## src/rtl/stereo_frame_sequencer.sv

```systemverilog
// rtl/stereo_frame_sequencer.sv - stereo frame buffer and left/right slot sequencer feeding a 2:1 output mux
// Optional macro STEREO_SEQ_UNDERRUN_CNT_EN adds a saturating underrun counter with synchronous clear.
module stereo_frame_sequencer #(
  parameter int DATA_W      = 10,
  parameter int SLOT_CYCLES = 256,
  parameter int MIDSCALE    = 512
) (
  input  logic              clk,
  input  logic              rst_n,
  input  logic              in_valid,
  output logic              in_ready,
  input  logic [DATA_W-1:0] in_left,
  input  logic [DATA_W-1:0] in_right,
  output logic [DATA_W-1:0] mux_a,
  output logic [DATA_W-1:0] mux_b,
  output logic              mux_sel,
  output logic              slot_strobe,
  output logic              busy,
  output logic              underrun
`ifdef STEREO_SEQ_UNDERRUN_CNT_EN
  ,
  input  logic              underrun_clr,
  output logic [7:0]        underrun_count
`endif
);

  localparam logic [1:0] ST_IDLE  = 2'd0;
  localparam logic [1:0] ST_LEFT  = 2'd1;
  localparam logic [1:0] ST_RIGHT = 2'd2;

  localparam int                CNT_W    = $clog2(SLOT_CYCLES);
  localparam logic [CNT_W-1:0]  CNT_LAST = CNT_W'(SLOT_CYCLES - 1);
  localparam logic [DATA_W-1:0] MID      = DATA_W'(MIDSCALE);

  logic [1:0]        state_q, state_d;
  logic [CNT_W-1:0]  cnt_q, cnt_d;
  logic              pend_full_q, pend_full_d;
  logic [DATA_W-1:0] pend_l_q, pend_l_d;
  logic [DATA_W-1:0] pend_r_q, pend_r_d;
  logic [DATA_W-1:0] act_a_q, act_a_d;
  logic [DATA_W-1:0] act_b_q, act_b_d;
  logic              strobe_q, strobe_d;
  logic              under_q, under_d;

  logic slot_end;
  logic load_now;
  logic accept;

  assign slot_end = (cnt_q == CNT_LAST);
  assign load_now = pend_full_q &&
                    ((state_q == ST_IDLE) || ((state_q == ST_RIGHT) && slot_end));
  // in_ready depends only on registered state so upstream never sees a loop through in_valid
  assign in_ready = !pend_full_q || load_now;
  assign accept   = in_valid && in_ready;

  always_comb begin
    state_d = state_q;
    cnt_d   = cnt_q + 1'b1;
    act_a_d = act_a_q;
    act_b_d = act_b_q;
    under_d = 1'b0;
    case (state_q)
      ST_IDLE: begin
        cnt_d = '0;
        if (load_now) begin
          state_d = ST_LEFT;
          act_a_d = pend_l_q;
          act_b_d = pend_r_q;
        end
      end
      ST_LEFT: begin
        if (slot_end) begin
          state_d = ST_RIGHT;
          cnt_d   = '0;
        end
      end
      ST_RIGHT: begin
        if (slot_end) begin
          cnt_d = '0;
          if (pend_full_q) begin
            state_d = ST_LEFT;
            act_a_d = pend_l_q;
            act_b_d = pend_r_q;
          end else begin
            state_d = ST_IDLE;
            act_a_d = MID;
            act_b_d = MID;
            under_d = 1'b1;
          end
        end
      end
      default: begin
        state_d = ST_IDLE;
        cnt_d   = '0;
        act_a_d = MID;
        act_b_d = MID;
      end
    endcase
  end

  // A simultaneous accept and load refills the buffer, so pend_full stays set
  always_comb begin
    pend_full_d = pend_full_q;
    pend_l_d    = pend_l_q;
    pend_r_d    = pend_r_q;
    if (accept) begin
      pend_full_d = 1'b1;
      pend_l_d    = in_left;
      pend_r_d    = in_right;
    end else if (load_now) begin
      pend_full_d = 1'b0;
    end
  end

  assign strobe_d = (state_d != ST_IDLE) && (cnt_d == '0);

  always_ff @(posedge clk or negedge rst_n) begin
    if (!rst_n) begin
      state_q     <= ST_IDLE;
      cnt_q       <= '0;
      pend_full_q <= 1'b0;
      pend_l_q    <= '0;
      pend_r_q    <= '0;
      act_a_q     <= MID;
      act_b_q     <= MID;
      strobe_q    <= 1'b0;
      under_q     <= 1'b0;
    end else begin
      state_q     <= state_d;
      cnt_q       <= cnt_d;
      pend_full_q <= pend_full_d;
      pend_l_q    <= pend_l_d;
      pend_r_q    <= pend_r_d;
      act_a_q     <= act_a_d;
      act_b_q     <= act_b_d;
      strobe_q    <= strobe_d;
      under_q     <= under_d;
    end
  end

  assign mux_a       = act_a_q;
  assign mux_b       = act_b_q;
  assign mux_sel     = (state_q == ST_RIGHT);
  assign busy        = (state_q != ST_IDLE);
  assign slot_strobe = strobe_q;
  assign underrun    = under_q;

`ifdef STEREO_SEQ_UNDERRUN_CNT_EN
  logic [7:0] ucnt_q, ucnt_d;

  always_comb begin
    ucnt_d = ucnt_q;
    if (underrun_clr) begin
      ucnt_d = '0;
    end else if (under_q && (ucnt_q != 8'hFF)) begin
      ucnt_d = ucnt_q + 8'd1;
    end
  end

  always_ff @(posedge clk or negedge rst_n) begin
    if (!rst_n) begin
      ucnt_q <= '0;
    end else begin
      ucnt_q <= ucnt_d;
    end
  end

  assign underrun_count = ucnt_q;
`endif

endmodule

```

## config.mk

```make
export PLATFORM = sky130hd
export DESIGN_NAME = stereo_frame_sequencer
export DESIGN_NICKNAME = d
export VERILOG_FILES = /design/src/rtl/stereo_frame_sequencer.sv
export SDC_FILE = /design/constraint.sdc
export NUM_CORES = 1
export LEC_CHECK = 0
export CORE_ASPECT_RATIO = 0.75
export CORE_MARGIN = 2
export CORE_UTILIZATION = 55
export DETAILED_ROUTE_END_ITERATION = 8
export PLACE_DENSITY = 0.88
export SLEW_MARGIN = 20
export SYNTH_ARGS = -nofsm -noshare
export SYNTH_HDL_FRONTEND = slang
export SYNTH_SLANG_ARGS = --single-unit
```

## constraint.sdc

```tcl
create_clock -name clk -period 4.93 [get_ports clk]
set_input_delay 0.986 -clock clk [delete_from_list [all_inputs] [get_ports clk]]
set_output_delay 0.986 -clock clk [all_outputs]
set_load 0.05 [all_outputs]
```

== Yosys cells after proc, flatten, opt, wreduce, memory -nomap -nowiden ==
Index checks and enable logic that the tools add are counted.

* Output and inout port bits: 25
* Word-level logic and storage cells: 50
* Input port bits: 23
* Flip-flop bits (word level): 53

* Equal/unequal tests: 5
* Muxes and demuxes: 20
* Bitwise gates (word level): 1
* $add $sub $neg: 1
* Reduce and logical (&&, ||, !) cells: 14

{| class="wikitable"
|+ Operators with widths
! kind !! number
|-
| 10-bit 2-to-1 mux || 6
|-
| 10-bit one-hot mux with 3 select lines || 2
|-
| 8-bit 2-to-1 mux || 2
|-
| 8-bit by 1-bit adder with 8-bit output, second input constant || 1
|-
| 8-bit == test, second input constant || 1
|-
| 8-bit logical NOT || 1
|-
| 1-bit 2-to-1 mux || 6
|-
| 2-bit 2-to-1 mux || 3
|-
| 2-bit one-hot mux with 3 select lines || 1
|-
| 2-bit nonzero test || 3
|-
| 1-bit logical AND || 4
|-
| 3-bit AND reduction || 1
|-
| 2-bit by 1-bit == test with 1-bit output, second input constant || 1
|-
| 2-bit == test, second input constant || 1
|-
| 2-bit logical NOT || 1
|-
| 1-bit logical OR || 2
|-
| 2-bit by 1-bit != test with 1-bit output, second input constant || 1
|-
| 2-bit != test, second input constant || 1
|-
| 2-bit OR reduction || 1
|-
| 1-bit logical NOT || 1
|-
| 1-bit NOT || 1
|}

== Longest topological paths before layout ==
* Depth after elaboration: 8
* Gate-level depth with buffers: 8
* Depth with buffers taken out: 6

== Worst setup path before layout ==
Ideal clock, no wire load.

* Path type: register to output
* Start point: register state_q[0]
* End point: output port in_ready
* Data required time: 3.944 ns
* Arrival time: 1.794 ns
* Slack: 2.150 ns
* Path buffers: 0
* Stages on the path, launching flop included: 5
* Path through: dfrtp_1 > inv_1 > ha_1 > inv_1 > o211ai_2

* Cells in the longest elaborated chain, start to end: 5
* Elaborated cells between the ends (all ways): 6
* Classes of those cells: eq/ne (1); reduce/logical (5)

{| class="wikitable"
|+ RTL lines
! element !! RTL line !! source
|-
| from (decl) || 35 || <nowiki>logic [1:0] state_q, state_d;</nowiki>
|-
| from (signal assigned) || 129 || <nowiki>state_q <= state_d;</nowiki>
|-
| 2-bit == test || - ||
|-
| via mux_sel || 16 || <nowiki>output logic mux_sel,</nowiki>
|-
| 1-bit logical AND || 51 || <nowiki>((state_q == ST_IDLE) || ((state_q == ST_RIGHT) && slot_end));</nowiki>
|-
| 1-bit logical OR || 51 ||
|-
| 1-bit logical AND || 50 || <nowiki>assign load_now = pend_full_q &&</nowiki>
|-
| 1-bit logical OR || 53 || <nowiki>assign in_ready = !pend_full_q || load_now;</nowiki>
|-
| to (decl) || 11 || <nowiki>output logic in_ready,</nowiki>
|}

The timed path passes the listed nets, and every way through them passes these cells.

== Final worst setup path ==
* Start point: register cnt_q[0]
* End point: output port in_ready

* Cells in the longest elaborated chain, start to end: 5

{| class="wikitable"
|+ RTL lines
! element !! RTL line !! source
|-
| from (decl) || 36 || <nowiki>logic [CNT_W-1:0] cnt_q, cnt_d;</nowiki>
|-
| from (signal assigned) || 130 || <nowiki>cnt_q <= cnt_d;</nowiki>
|-
| 8-bit == test || 49 || <nowiki>assign slot_end = (cnt_q == CNT_LAST);</nowiki>
|-
| 1-bit logical AND || 51 ||
|-
| 1-bit logical OR || 51 ||
|-
| 1-bit logical AND || 50 ||
|-
| 1-bit logical OR || 53 ||
|}

Every way passes these cells.

==> results.tsv <==
metric	value	unit
outcome	completed	
wl_met1	2195	um
cp.depth	5	
n_antenna_cell	0	
multi_input_area	910.9	um^2
path_cells	ha_1 > and3_1 > nand3_4 > o211ai_2 > clkdlybuf4s50_1	
fillers	302	
post-dp-hpwl	3094	um
start_util	58.20	%
path_clk_slew	0.08	ns
p_leak	1.380	nW
dp.cells	297	
hold_class	reg2reg	
yosys_warnings	0	
finalSetupTns	0	ns
finalCritPeriodShare	71.53	%
fp.dieW	80.10	um
fin_worst_skew	0.009132	ns
maxCapViolations	0	
fin_ws	1.403	ns
ys_ff_latch	53	
syn2layout_area_growth	25.72	%
wl_met2	2145	um
rsz0062_at_grt	false	
ff_latch_area	1329	um^2
cp_slowest_cell	clkdlybuf4s50_1	
setup_viol_count_final	0	
r2r_slack	2.51	ns
grt_antenna_before_repair	0	
crit_type	reg2out	
vias	1639	
layout-drive-gt1-share	14.40	%
power_density	275.0	nW/um^2
ys_seq_area_share	55.63	%
ctsResizeCount	0	
stdcell_count	305	
place_ws	1.753	ns
crit_path_end_kind	output pin	
place_congestion	0.8116	
final_common_cell	dfrtp_1	
cts-root-buf	clkbuf_8	
crit_start	cnt_q[0]$_DFF_PN0_	
worst_pin_slew	0.9650	ns
clk_path_buf_depth	2	
r2r-end	pend_r_q[5]$_DFFE_PN0P_	
synth_nets	231	
portBuffers	47	
drc	0	
holdWs	0.5130	ns
dr.first_iter.drc_count	68	
timing.final.hold_violations	0	
netlist_instances	203	
routed_wl	4657	um
firstDrtPassIters	4	
clock_latency	0.31	ns
max_slew_margin	35.50	%
post_drt_wl_per_cell	15.27	um
clock-sinks	53	
antenna_left	0	
cts_tree	done	
reg2reg_from	cnt_q[0]$_DFF_PN0_	
maxSlewViolCount	0	
post_cts_buffers	0	
track_usage	21.53	%
hp-start	cnt_q[0]$_DFF_PN0_	
ys_types	39	
min_path_cells	1	
grt_max_degree	54	
path_max_fanout	9	
pin_count	48	
fp.dieH	61.07	um
synth-main-ff-cell	dfrtp_1	
max_stage_delay	0.83	ns
synth.cell_area	2389	um^2
mostFrequentLayoutCells	51 x dfrtp_1, 46 x clkdlybuf4s50_1, 26 x inv_1	
grt_pass1_wl	7721	um
hold_buffers	0	
top_layer_used	met4	
maxClockFrequency	283.6	MHz
overflow	0	
crit_end	in_ready	
vias_per_cell	5.374	
numCtsBuffers	5	
crit_required	3.94	ns
r2r.worst_path.cells	6	
synthArstFlopShare	100.0	%
crit_buf_inv	1	
wl_met3	216	um
period_minus_slack	3.527	ns
synth-edff-count	0	
coreArea	4104	um^2
rows	20	
avgSynthCellArea	11.77	um^2
ir_worst_vdd	0.0001820	V
start_kind	flip-flop	
grt_pass1_vias	1633	
h-tree-depth	2	
critical_path_arrival	2.54	ns
cp_top_family	buffers and inverters	
nets	277	
dieArea	4891	um^2
[kinds of logic (layout without fill, tap and decap cells)]
family                   Yosys count  in the layout  share of synthesized area (%)
adder cells (fa/ha/maj)            5              5                          2.619
AO/OA/AOI/OAI                     35             35                          9.168
flip-flops                        53             53                          55.63
buffers and inverters             36             83                          6.705
XOR/XNOR                           7              7                          2.567
AND/OR/NAND/NOR                   46             46                          10.32
multiplexers                      21             21                          12.99
[flip-flops by register name, summed over array words and instances (netlist names)]
name / flops
mux_a: 10
mux_b: 10
pend_l_q: 10
pend_r_q: 10
cnt_q: 8
state_q: 2
pend_full_q: 1
slot_strobe: 1
underrun: 1
[report_power, final]
| group | total (mW) | internal (mW) | switching, mW |
|---|---|---|---|
| registers | 0.465 | 0.453 | 0.0110 |
| clock network | 0.305 | 0.166 | 0.140 |
| logic | 0.0557 | 0.0397 | 0.0160 |
| total | 0.826 | 0.659 | 0.167 |
[through the flow]
| stage | cell area [um^2] | power, mW | util [%] |
|---|---|---|---|
| after floorplan | 2389 | 0.4969 | - |
| after global placement | 2887 | 0.5266 | 70.34 |
| after detailed placement | 2887 | 0.5292 | 70.34 |
| after CTS | 3003 | 0.8315 | 73.17 |
| after global routing | 3003 | 0.8550 | 73.17 |
| final | 3003 | 0.8257 | 73.17 |
[worst register-to-register path: stages (launching register included)]
cell and delay, ns:
dfrtp_1 0.41, ha_1 0.21, and3_1 0.36, nand3_4 0.19
o211ai_2 0.23, nand2_2 0.44, mux2_4 0.47
[synthesized netlist by cell type (2+ instances only)]
master,count,area (um^2)
buf_6,2,22.52
mux2_4,20,300.3
xor2_1,4,35.03
nand2_1,3,11.26
dfrtp_1,51,1276
a21oi_1,3,15.01
buf_2,5,25.02
dfstp_2,2,52.55
o21ai_1,11,55.05
xnor2_1,3,26.28
nor2_1,9,33.78
ha_1,5,62.56
nand3_1,22,110.1
and2_1,2,12.51
inv_1,26,97.59
and3_1,2,12.51
clkbuf_1,2,7.510
o21ai_0,10,50.05
[metal layers]
metal | global-route usage [%] | vias up
li1 | - | 784
met1 | 29.09 | 805
met2 | 34.17 | 42
met3 | 4.399 | 8
met4 | 10.65 | 0
met5 | 0 | -
[how the worst min path moves through the flow]
stage,endpoint
detailed placement,pend_r_q[2]$_DFFE_PN0P_
global route,pend_r_q[2]$_DFFE_PN0P_
global placement,mux_b[5]$_DFFE_PN0P_
floorplan,cnt_q[0]$_DFF_PN0_
CTS,cnt_q[0]$_DFF_PN0_
finish,cnt_q[0]$_DFF_PN0_
[final cells by class]
type / instances / share of cell area, %
well taps: 55 / 2.292
inverters: 26 / 3.250
flip-flops and latches: 53 / 44.25
multi-input cells: 114 / 30.33
clock inverters: 1 / 1.000
repair buffers: 49 / 16.00
clock buffers: 7 / 2.875
No activity file was read; power rests on OpenSTA's default activity.
